==> src/rtl/average_readout.sv <==
// -----------------------------------------------------------------------------
// average_readout
//
// Readout end of the averaging accumulator. A LATCH strobe captures both
// channel sums, the pedestal word, the control sum and the pedestal-enable
// bit. One cycle later the sums are scaled to per-sample averages. Each
// average saturates to 16 bits and, optionally, has the pedestal removed with
// a clamp at zero. The result then leaves as a fixed frame of 16-bit words
// over a valid/ready bus.
//
// Frame: HEADER, r_1, r_2, {2'b0, CSUM}[, checksum]
//
// Build option:
//   READOUT_CHECKSUM_EN  defined   -> 5-word frame, last word = XOR of words 0..3
//                        undefined -> 4-word frame, no checksum logic
//
// Ports:
//   i_clk         system clock, all logic on posedge
//   i_reset       asynchronous active-high reset
//   i_latch       one-cycle strobe: capture inputs and start a frame
//   i_ped_en      1 = subtract pedestal from both averages
//   i_sum1/2      channel accumulated sums (SUM_W)
//   i_ped_in      pedestal word (ADC_W)
//   i_csum_in     control sum (ADC_W)
//   o_data_out    frame word, registered
//   o_data_valid  o_data_out holds a valid word
//   i_data_ready  consumer takes the word on valid && ready at posedge
//   o_busy        high from capture until the last word is accepted
//   o_overrun     sticky: LATCH arrived while busy
//   i_ovr_clr     synchronous clear of o_overrun (a new overrun wins)
//
// State | meaning
// ------+----------------------------------------------------------------
// IDLE  | waiting for LATCH; a LATCH here captures the inputs
// CALC  | one cycle: scale, saturate and pedestal-correct captured sums
// SEND  | stream words; first cycle loads HEADER, then advance on accept
// -----------------------------------------------------------------------------
module average_readout #(
    parameter int          SUM_W     = 32,
    parameter int          ADC_W     = 14,
    parameter int          AVG_SHIFT = 8,
    parameter logic [15:0] HEADER    = 16'hA5A5
) (
    input  logic             i_clk,
    input  logic             i_reset,
    input  logic             i_latch,
    input  logic             i_ped_en,
    input  logic [SUM_W-1:0] i_sum1,
    input  logic [SUM_W-1:0] i_sum2,
    input  logic [ADC_W-1:0] i_ped_in,
    input  logic [ADC_W-1:0] i_csum_in,
    output logic [15:0]      o_data_out,
    output logic             o_data_valid,
    input  logic             i_data_ready,
    output logic             o_busy,
    output logic             o_overrun,
    input  logic             i_ovr_clr
);

`ifdef READOUT_CHECKSUM_EN
    localparam logic [2:0] LAST_IDX = 3'd4;
`else
    localparam logic [2:0] LAST_IDX = 3'd3;
`endif

    typedef enum logic [1:0] {
        ST_IDLE = 2'd0,
        ST_CALC = 2'd1,
        ST_SEND = 2'd2
    } state_t;

    state_t r_state;
    state_t w_state_next;

    // Captured inputs
    logic [SUM_W-1:0] r_sum1;
    logic [SUM_W-1:0] r_sum2;
    logic [ADC_W-1:0] r_ped;
    logic [ADC_W-1:0] r_csum;
    logic             r_ped_en;

    // Computed results and streaming state
    logic [15:0] r_res1;
    logic [15:0] r_res2;
    logic [2:0]  r_idx;
    logic [15:0] r_data_out;
    logic        r_data_valid;
    logic        r_busy;
    logic        r_overrun;

    // Control strobes
    logic w_accept;
    logic w_last;
    logic w_capture;
    logic w_overrun_set;

    // Datapath
    logic [SUM_W-1:0] w_sh1;
    logic [SUM_W-1:0] w_sh2;
    logic [15:0]      w_avg1;
    logic [15:0]      w_avg2;
    logic [15:0]      w_ped16;
    logic [15:0]      w_csum16;
    logic [15:0]      w_res1;
    logic [15:0]      w_res2;
    logic [2:0]       w_sel;
    logic [15:0]      w_word;
`ifdef READOUT_CHECKSUM_EN
    logic [15:0]      w_cksum;
`endif

    // -------------------------------------------------------------------------
    // State register
    // -------------------------------------------------------------------------
    always_ff @(posedge i_clk or posedge i_reset) begin
        if (i_reset) begin
            r_state <= ST_IDLE;
        end else begin
            r_state <= w_state_next;
        end
    end

    assign w_accept = r_data_valid & i_data_ready;
    assign w_last   = w_accept && (r_idx == LAST_IDX);

    // -------------------------------------------------------------------------
    // Next-state and control strobes
    // -------------------------------------------------------------------------
    always_comb begin
        w_state_next  = r_state;
        w_capture     = 1'b0;
        w_overrun_set = 1'b0;
        case (r_state)
            ST_IDLE: begin
                if (i_latch) begin
                    w_capture    = 1'b1;
                    w_state_next = ST_CALC;
                end
            end
            ST_CALC: begin
                w_overrun_set = i_latch;
                w_state_next  = ST_SEND;
            end
            ST_SEND: begin
                // A LATCH on the last-accept edge is still treated as busy.
                w_overrun_set = i_latch;
                if (w_last) begin
                    w_state_next = ST_IDLE;
                end
            end
            default: begin
                w_state_next = ST_IDLE;
            end
        endcase
    end

    // -------------------------------------------------------------------------
    // Scaling, saturation and pedestal correction
    // -------------------------------------------------------------------------
    assign w_sh1 = r_sum1 >> AVG_SHIFT;
    assign w_sh2 = r_sum2 >> AVG_SHIFT;

    // Any bit above the 16-bit window means the average does not fit.
    assign w_avg1 = (|w_sh1[SUM_W-1:16]) ? 16'hFFFF : w_sh1[15:0];
    assign w_avg2 = (|w_sh2[SUM_W-1:16]) ? 16'hFFFF : w_sh2[15:0];

    assign w_ped16  = 16'(r_ped);
    assign w_csum16 = 16'(r_csum);

    always_comb begin
        w_res1 = w_avg1;
        w_res2 = w_avg2;
        if (r_ped_en) begin
            w_res1 = (w_ped16 > w_avg1) ? 16'h0000 : (w_avg1 - w_ped16);
            w_res2 = (w_ped16 > w_avg2) ? 16'h0000 : (w_avg2 - w_ped16);
        end
    end

`ifdef READOUT_CHECKSUM_EN
    assign w_cksum = HEADER ^ r_res1 ^ r_res2 ^ w_csum16;
`endif

    // -------------------------------------------------------------------------
    // Word select: the first SEND cycle loads the current index. After that,
    // each accept loads the following word on the same edge, so a consumer
    // holding READY high sees no gaps.
    // -------------------------------------------------------------------------
    assign w_sel = r_data_valid ? (r_idx + 3'd1) : r_idx;

    always_comb begin
        w_word = 16'h0000;
        case (w_sel)
            3'd0:    w_word = HEADER;
            3'd1:    w_word = r_res1;
            3'd2:    w_word = r_res2;
            3'd3:    w_word = w_csum16;
`ifdef READOUT_CHECKSUM_EN
            3'd4:    w_word = w_cksum;
`endif
            default: w_word = 16'h0000;
        endcase
    end

    // -------------------------------------------------------------------------
    // Capture, result and output registers
    // -------------------------------------------------------------------------
    always_ff @(posedge i_clk or posedge i_reset) begin
        if (i_reset) begin
            r_sum1       <= '0;
            r_sum2       <= '0;
            r_ped        <= '0;
            r_csum       <= '0;
            r_ped_en     <= 1'b0;
            r_res1       <= 16'h0000;
            r_res2       <= 16'h0000;
            r_idx        <= 3'd0;
            r_data_out   <= 16'h0000;
            r_data_valid <= 1'b0;
            r_busy       <= 1'b0;
        end else begin
            if (w_capture) begin
                r_sum1   <= i_sum1;
                r_sum2   <= i_sum2;
                r_ped    <= i_ped_in;
                r_csum   <= i_csum_in;
                r_ped_en <= i_ped_en;
                r_busy   <= 1'b1;
            end

            if (r_state == ST_CALC) begin
                r_res1 <= w_res1;
                r_res2 <= w_res2;
                r_idx  <= 3'd0;
            end

            if (r_state == ST_SEND) begin
                if (w_last) begin
                    r_data_out   <= 16'h0000;
                    r_data_valid <= 1'b0;
                    r_busy       <= 1'b0;
                end else if (!r_data_valid || i_data_ready) begin
                    r_data_out   <= w_word;
                    r_data_valid <= 1'b1;
                    r_idx        <= w_sel;
                end
            end
        end
    end

    always_ff @(posedge i_clk or posedge i_reset) begin
        if (i_reset) begin
            r_overrun <= 1'b0;
        end else if (w_overrun_set) begin
            r_overrun <= 1'b1;
        end else if (i_ovr_clr) begin
            r_overrun <= 1'b0;
        end
    end

    assign o_data_out   = r_data_out;
    assign o_data_valid = r_data_valid;
    assign o_busy       = r_busy;
    assign o_overrun    = r_overrun;

endmodule

==> config.mk <==
export PLATFORM = sky130hd
export DESIGN_NAME = average_readout
export DESIGN_NICKNAME = d
export VERILOG_FILES = /design/src/rtl/average_readout.sv
export SDC_FILE = /design/constraint.sdc
export NUM_CORES = 1
export LEC_CHECK = 0
export CAP_MARGIN = 20
export CELL_PAD_IN_SITES_DETAIL_PLACEMENT = 1
export CELL_PAD_IN_SITES_GLOBAL_PLACEMENT = 2
export CORE_MARGIN = 10
export CORE_UTILIZATION = 34
export DETAILED_ROUTE_END_ITERATION = 7
export GPL_ROUTABILITY_DRIVEN = 0
export PLACE_DENSITY_LB_ADDON = 0.1
export SYNTH_ARGS = -nofsm -noshare
export SYNTH_HDL_FRONTEND = slang
export SYNTH_SLANG_ARGS = --single-unit
==> constraint.sdc <==
create_clock -name i_clk -period 6.8 [get_ports i_clk]
set_clock_uncertainty 0.2 [all_clocks]
set_input_delay 2.04 -clock i_clk [delete_from_list [all_inputs] [get_ports i_clk]]
set_output_delay 2.04 -clock i_clk [all_outputs]
set_load 0.05 [all_outputs]
==> results of run 1 <==
metrics by stage:
step	power (mW)	utilization (%)	worst slack, ns
2_1_floorplan	3.01	-	1.01
3_3_place_gp	3.57	40.6	1.86
3_5_place_dp	3.68	40.6	1.83
4_1_cts	4.74	43.7	1.79
5_1_grt	5.07	43.9	1.64
6_report	4.69	43.9	2.00
worst register-to-register path, cell delays in order, from the launching register on:
cell	delay, ns
dfrtp_1	0.38
nor4_1	0.28
nand2_1	0.38
nor2_1	0.33
ha_1	0.20
inv_1	0.05
fa_1	0.44
a211oi_2	0.31
o21ai_1	0.14
a31oi_1	0.45
nor3_1	0.14
or4_1	0.72
a31oi_1	0.48
a21oi_1	0.15
layout by cell type (no fill, tap or decap), types with 5 or more instances in the layout:
master / count
dfrtp_1: 133
clkdlybuf4s50_1: 100
mux2_2: 79
nor2_1: 58
nand2_1: 47
o21ai_0: 42
inv_1: 37
ha_1: 36
a21oi_1: 31
or2_2: 17
clkbuf_16: 17
xnor2_1: 14
o221ai_1: 10
nor3_1: 9
nand2b_1: 9
a221oi_1: 8
a31oi_1: 8
xor2_1: 8
nor2b_1: 7
a222oi_1: 7
and2_1: 7
o2bb2ai_1: 7
buf_4: 7
a211oi_1: 6
nand3_1: 5
nor4_1: 5
a21o_1: 5
bufinv_16: 5
registers in the layout, indices dropped and copies added (netlist names), 2 cells and up:
signal,cells
r_sum1,24
r_csum,14
r_state,2
r_res1,16
r_sum2,24
r_idx,3
r_res2,16
r_ped,14
o_data_out,16
layout make-up:
class / instances / area, um^2 / area share [%]
flip-flops and latches: 133 / 3330 / 36.3
clock buffers: 19 / 453 / 4.94
clock inverters: 12 / 201 / 2.20
repair buffers: 109 / 1090 / 11.9
well taps: 275 / 344 / 3.76
inverters: 39 / 149 / 1.63
multi-input cells: 488 / 3600 / 39.3
how the worst max path moves through the flow:
| stage | startpoint | endpoint | slack, ns | cells past startpoint |
|---|---|---|---|---|
| after floorplan | i_reset | o_busy | 1.01 | 1 |
| after CTS | r_sum1[27] | r_res1[9] | 1.79 | 13 |
| final | r_sum2[29] | r_res2[4] | 2.00 | 13 |
| after global placement | r_sum1[27] | r_res1[9] | 1.86 | 13 |
| after global routing | r_sum2[29] | r_res2[4] | 1.64 | 13 |
| after detailed placement | r_sum1[27] | r_res1[9] | 1.83 | 13 |
power groups by stage:
stage | clock network [mW] | logic (mW) | registers (mW)
3_5_place_dp | 0 | 2.24 | 1.45
3_3_place_gp | 0 | 2.15 | 1.42
6_report | 1.02 | 2.24 | 1.43
4_1_cts | 1.05 | 2.26 | 1.43
5_1_grt | 1.09 | 2.50 | 1.49
2_1_floorplan | 0 | 1.53 | 1.48
per-layer routing:
metal,GRT usage (%),part of all wire (%),vias up
met5,0,0,-
met4,4.79,0.68,0
met3,3.67,5.6,10
met2,24.6,48,107
met1,19.5,46,2703
li1,-,-,2692
kinds of logic (layout without fill, tap and decap cells):
logic type,after synthesis,in the layout
adders and majority gates,38,38
and+or+nand+nor,183,183
muxes,81,81
buffers and inverters,65,179
AOI/OAI and AO/OA,164,164
xor gates and xnor gates,22,22
DFF,133,133
==> impl_metrics.ini, run 1 <==
[run_status]
status = finished, final reports clean

[finish]
n_antenna_cell = 0
num-fill-cells = 2297
drive_above_1_share_pct = 17.8
fin_cells = 1075
postLayoutCellArea_um2 = 9160
area_delta_synth_final_pct = 28.0
nNetsFinal = 924

[synth]
synth_cell_types = 57
ys_async_sr_fraction_pct = 100
synth-xor-area-share_pct = 2.69
synth_seq_cells = 133
yosysTopAreaCell = dfrtp_1
synth_top_family_by_area = compound AO/OA/AOI/OAI gates
ys.warnings.count = 0
syn_avg_cell_area_um2 = 10.4
ys_top_cells_by_count = dfrtp_1 (133), mux2_2 (79), nor2_1 (58)
synth.mux.area_fraction_pct = 12.7
synth_most_common_cell = dfrtp_1
ys.flop_type = dfrtp_1
synth_compound_area_share_pct = 15.6
yosysSeqAreaShare_pct = 46.5
synth_fp_nets = 822
synthAdderAreaFrac_pct = 6.85
synth.area.top_cells = dfrtp_1 (47%), mux2_2 (12%), ha_1 (6.3%)
synth_top_area_share_pct = 46.5
syn-instance-count = 686
yosys.area_share.simple_pct = 12.2
synth_edf_count = 0
netlist_area_um2 = 7160

[critical_path]
path_common_cell = a31oi_1
path_cells = nor4_1 -> nand2_1 -> nor2_1 -> ha_1 -> inv_1 -> fa_1 -> a211oi_2 -> o21ai_1 -> a31oi_1 -> nor3_1 -> or4_1 -> a31oi_1 -> a21oi_1
reg2reg_to = r_res2[4]
regToRegSetupSlack_ns = 2.00
critPathCaptureType = register
r2r-start = r_sum2[29]
crit_buf_inv = 1
cp.arrival_ns = 4.87
cpPeakStageDelay_ns = 0.72
ff2ff_path_depth = 13
worst_setup_path_start_kind = register
crit_path_max_fanout = 19
slowest_stage = or4_1
required_ns = 6.87
crit_type = register to register
critPathTopFamily = simple AND/OR/NAND/NOR gates

[sta]
min_period_ns = 4.80
maxSlewHeadroom_pct = 41.2
clock.fmax_mhz = 208
rsz0062_at_grt = no
worstMarginPinSlew_ns = 0.882
worst_hold_slack_ns = 0.280
fin_crit_sh_pct = 70.6
setup_viol = 0
slew_violations = 0
report.final.hold_viol_count = 0
finalSetupTns_ns = 0

[pwr]
p_int_mw = 2.83
comb_power_share_pct = 47.8
power_density_nw_per_um2 = 512
p_switching_mw = 1.87
clkPwrFrac_pct = 21.8
p_sw_share_pct = 39.8
peakVddDrop_mv = 0.194
sequentialPowerShare_pct = 30.5
p_leak_nw = 3.77

[global_routing]
gr-usage-all-layers_pct = 15.1
overflow = 0
grt_pass1_wl_um = 32500
antenna_found_initial = 0
grt_pass1_vias = 6027
grt_max_degree = 78

[detailed_routing]
drt_iter0_drc = 272
wl_um = 20300
detail-route-antenna-nets = 0
firstDrtPassIters = 5
post-route-drc-count = 0
wl_per_cell_um = 18.9
avgViaCountPerCell = 5.13
num_vias = 5512

[clock_network]
cts_setup_buffers = 0
postCtsHoldBufs = 0
cts_tree = built
cts_made_buffers = 17
cts_root_buffer = clkbuf_16
clk_pin_slew_ns = 0.06
htreeDepth = 4
clkSinkCount = 133
cts_buffer_depth = 2
cts_resized = 0
clock_latency_ns = 0.42

[worst_hold_path]
hp-start = o_data_out[15]
hold_path.class = register to register
whs_endpoint = o_data_out[15]
whs_path_depth = 2

[place]
dp_hpwl_um = 15200
dpl_cell_area_um2 = 8470
io_buffers = 100
post-place-cells = 1042

[floorplanning]
ios = 117
rows = 53
die-area_um2 = 27300
core-area_um2 = 20900
initial_utilization_pct = 34.3
fp.dieW_um = 165
die_h_um = 165

[job]
maxCapViolCount = 0
No activity file was read; power rests on OpenSTA's default activity.
==> run 2, diff against run 1 <==
==> constraint.sdc (replaced) <==
create_clock -name i_clk -period 4.43 [get_ports i_clk]
set_clock_uncertainty 0.2 [all_clocks]
set_input_delay 1.329 -clock i_clk [delete_from_list [all_inputs] [get_ports i_clk]]
set_output_delay 1.329 -clock i_clk [all_outputs]
set_load 0.05 [all_outputs]
==> impl_metrics.ini, run 2 (synthesized netlist as in run 1, its figures left out) <==
[run_status]
status = finished, final reports clean

[detailed_routing]
wl_per_cell_um = 18.5
detail-route-antenna-nets = 0
wl_um = 20000
post-route-drc-count = 0
avgViaCountPerCell = 5.13
firstDrtPassIters = 4
drt_iter0_drc = 209
num_vias = 5537

[sta]
rsz0062_at_grt = no
finalSetupTns_ns = 0
maxSlewHeadroom_pct = 47.8
slew_violations = 0
clock.fmax_mhz = 248
fin_crit_sh_pct = 91.2
min_period_ns = 4.04
report.final.hold_viol_count = 0
setup_viol = 0
setup_ws_ns = 0.391
worstMarginPinSlew_ns = 0.782

[floorplanning]
ios = 117
fp.dieW_um = 165
core-area_um2 = 20900
rows = 53
die-area_um2 = 27300
die_h_um = 165
initial_utilization_pct = 34.3

[global_routing]
grt_max_degree = 134
gr-usage-all-layers_pct = 14.9
grt_pass1_wl_um = 32000
antenna_found_initial = 0
overflow = 0
grt_pass1_vias = 5935

[worst_hold_path]
hold_path.class = register to register

[place]
place_ws_ns = 0.0417
io_buffers = 100
dpl_cell_area_um2 = 8540
dp_hpwl_um = 15100
post-place-cells = 1048

[pwr]
peakVddDrop_mv = 0.278
p_leak_nw = 3.75
power_density_nw_per_um2 = 769

[finish]
area_delta_synth_final_pct = 27.6
reg_top3 = r_sum1 (24), r_sum2 (24)
postLayoutCellArea_um2 = 9140
regArea_um2 = 3330
fin_cells = 1080
mostFrequentLayoutCells = dfrtp_1 (133), clkdlybuf4s50_1 (100), mux2_2 (79), nor2_1 (58), nand2_1 (46)
n_antenna_cell = 0
drive_above_1_share_pct = 18.8
multi_input_area_um2 = 3620
layout_commonest_cell = dfrtp_1
nNetsFinal = 928
num-fill-cells = 2327

[clock_network]
cts_buffer_depth = 2
cts_tree = built
clk_pin_slew_ns = 0.07
clock_latency_ns = 0.42
postCtsHoldBufs = 0
cts_made_buffers = 17
htreeDepth = 4
cts_root_buffer = clkbuf_16
cts_setup_buffers = 0
clkSinkCount = 133
cts_resized = 0

[job]
maxCapViolCount = 0

[critical_path]
crit_path_max_fanout = 15
critPathCaptureType = register
crit_type = register to register
cpPeakStageDelay_ns = 0.44
path_cells = nor4_1 -> nand2_1 -> buf_4 -> nor2_1 -> inv_1 -> fa_1 -> a211oi_1 -> o21bai_1 -> o211ai_1 -> a21boi_1 -> nor4b_2 -> buf_4 -> or3_1 -> o221ai_1
slowest_stage = fa_1
critPathTopFamily = simple AND/OR/NAND/NOR gates
crit_buf_inv = 3
required_ns = 4.50
cp.arrival_ns = 4.11
path_common_cell = buf_4
worst_setup_path_start_kind = register
[run 2: cell count changes in the layout (fill, tap and decap cells not counted), sizes merged]
| cell | before | now |
|---|---|---|
| bufinv | 5 | 1 |
| inv | 39 | 41 |
| buf | 8 | 13 |
| clkbuf | 20 | 19 |
| clkinv | 5 | 8 |
[run 2: metrics by stage]
stage / util (%) / total power, mW / hold WS (ns)
2_1_floorplan: - / 4.62 / 0.252
3_3_place_gp: 40.9 / 5.52 / 0.264
3_5_place_dp: 40.9 / 5.67 / 0.270
4_1_cts: 43.6 / 7.09 / 0.283
5_1_grt: 43.7 / 7.59 / 0.302
6_report: 43.7 / 7.02 / 0.276
[run 2: worst register-to-register path: stages, from the launching register on]
cell      delay, ns
dfrtp_1        0.37
nor4_1         0.31
nand2_1        0.22
buf_4          0.26
nor2_1         0.16
inv_1          0.09
fa_1           0.44
a211oi_1       0.31
o21bai_1       0.19
o211ai_1       0.33
a21boi_1       0.19
nor4b_2        0.29
buf_4          0.20
or3_1          0.19
o221ai_1       0.14
[run 2: final timing paths]
| kind | slack, ns | cells after the start | startpoint | end |
|---|---|---|---|---|
| min | 0.28 | 2 | o_data_out[15] | o_data_out[15] |
| min reg2reg | 0.28 | 2 | o_data_out[15] | o_data_out[15] |
| max | 0.39 | 14 | r_sum1[27] | r_res1[9] |
| min in group asynchronous | 1.22 | 3 | i_reset | r_csum[1] |
| max in group asynchronous | 2.17 | 3 | i_reset | r_res2[10] |
| max reg2reg | 0.39 | 14 | r_sum1[27] | r_res1[9] |
[run 2: power breakdown]
group          switching [mW]  total [mW]  internal (mW)
registers               0.389        2.20           1.81
logic                    1.93        3.45           1.52
clock network           0.572        1.38          0.807
total                    2.89        7.02           4.14
[run 2: layer usage]
metal	vias to the layer above	track usage, %	wire length, um	part of all wire [%]
met2	100	23.5	9200	46
met5	-	0	0	0
met4	0	4.95	248	1.2
met1	2730	19.8	9580	48
met3	18	3.35	957	4.8
li1	2689	-	-	-
[run 2: layout make-up]
type	count	area share, %
Timing Repair Buffer	113	12.3
Clock buffer	19	4.96
Sequential cell	133	36.4
Clock inverter	13	1.30
Tap cell	275	3.77
Multi-Input combinational cell	488	39.6
Inverter	39	1.64
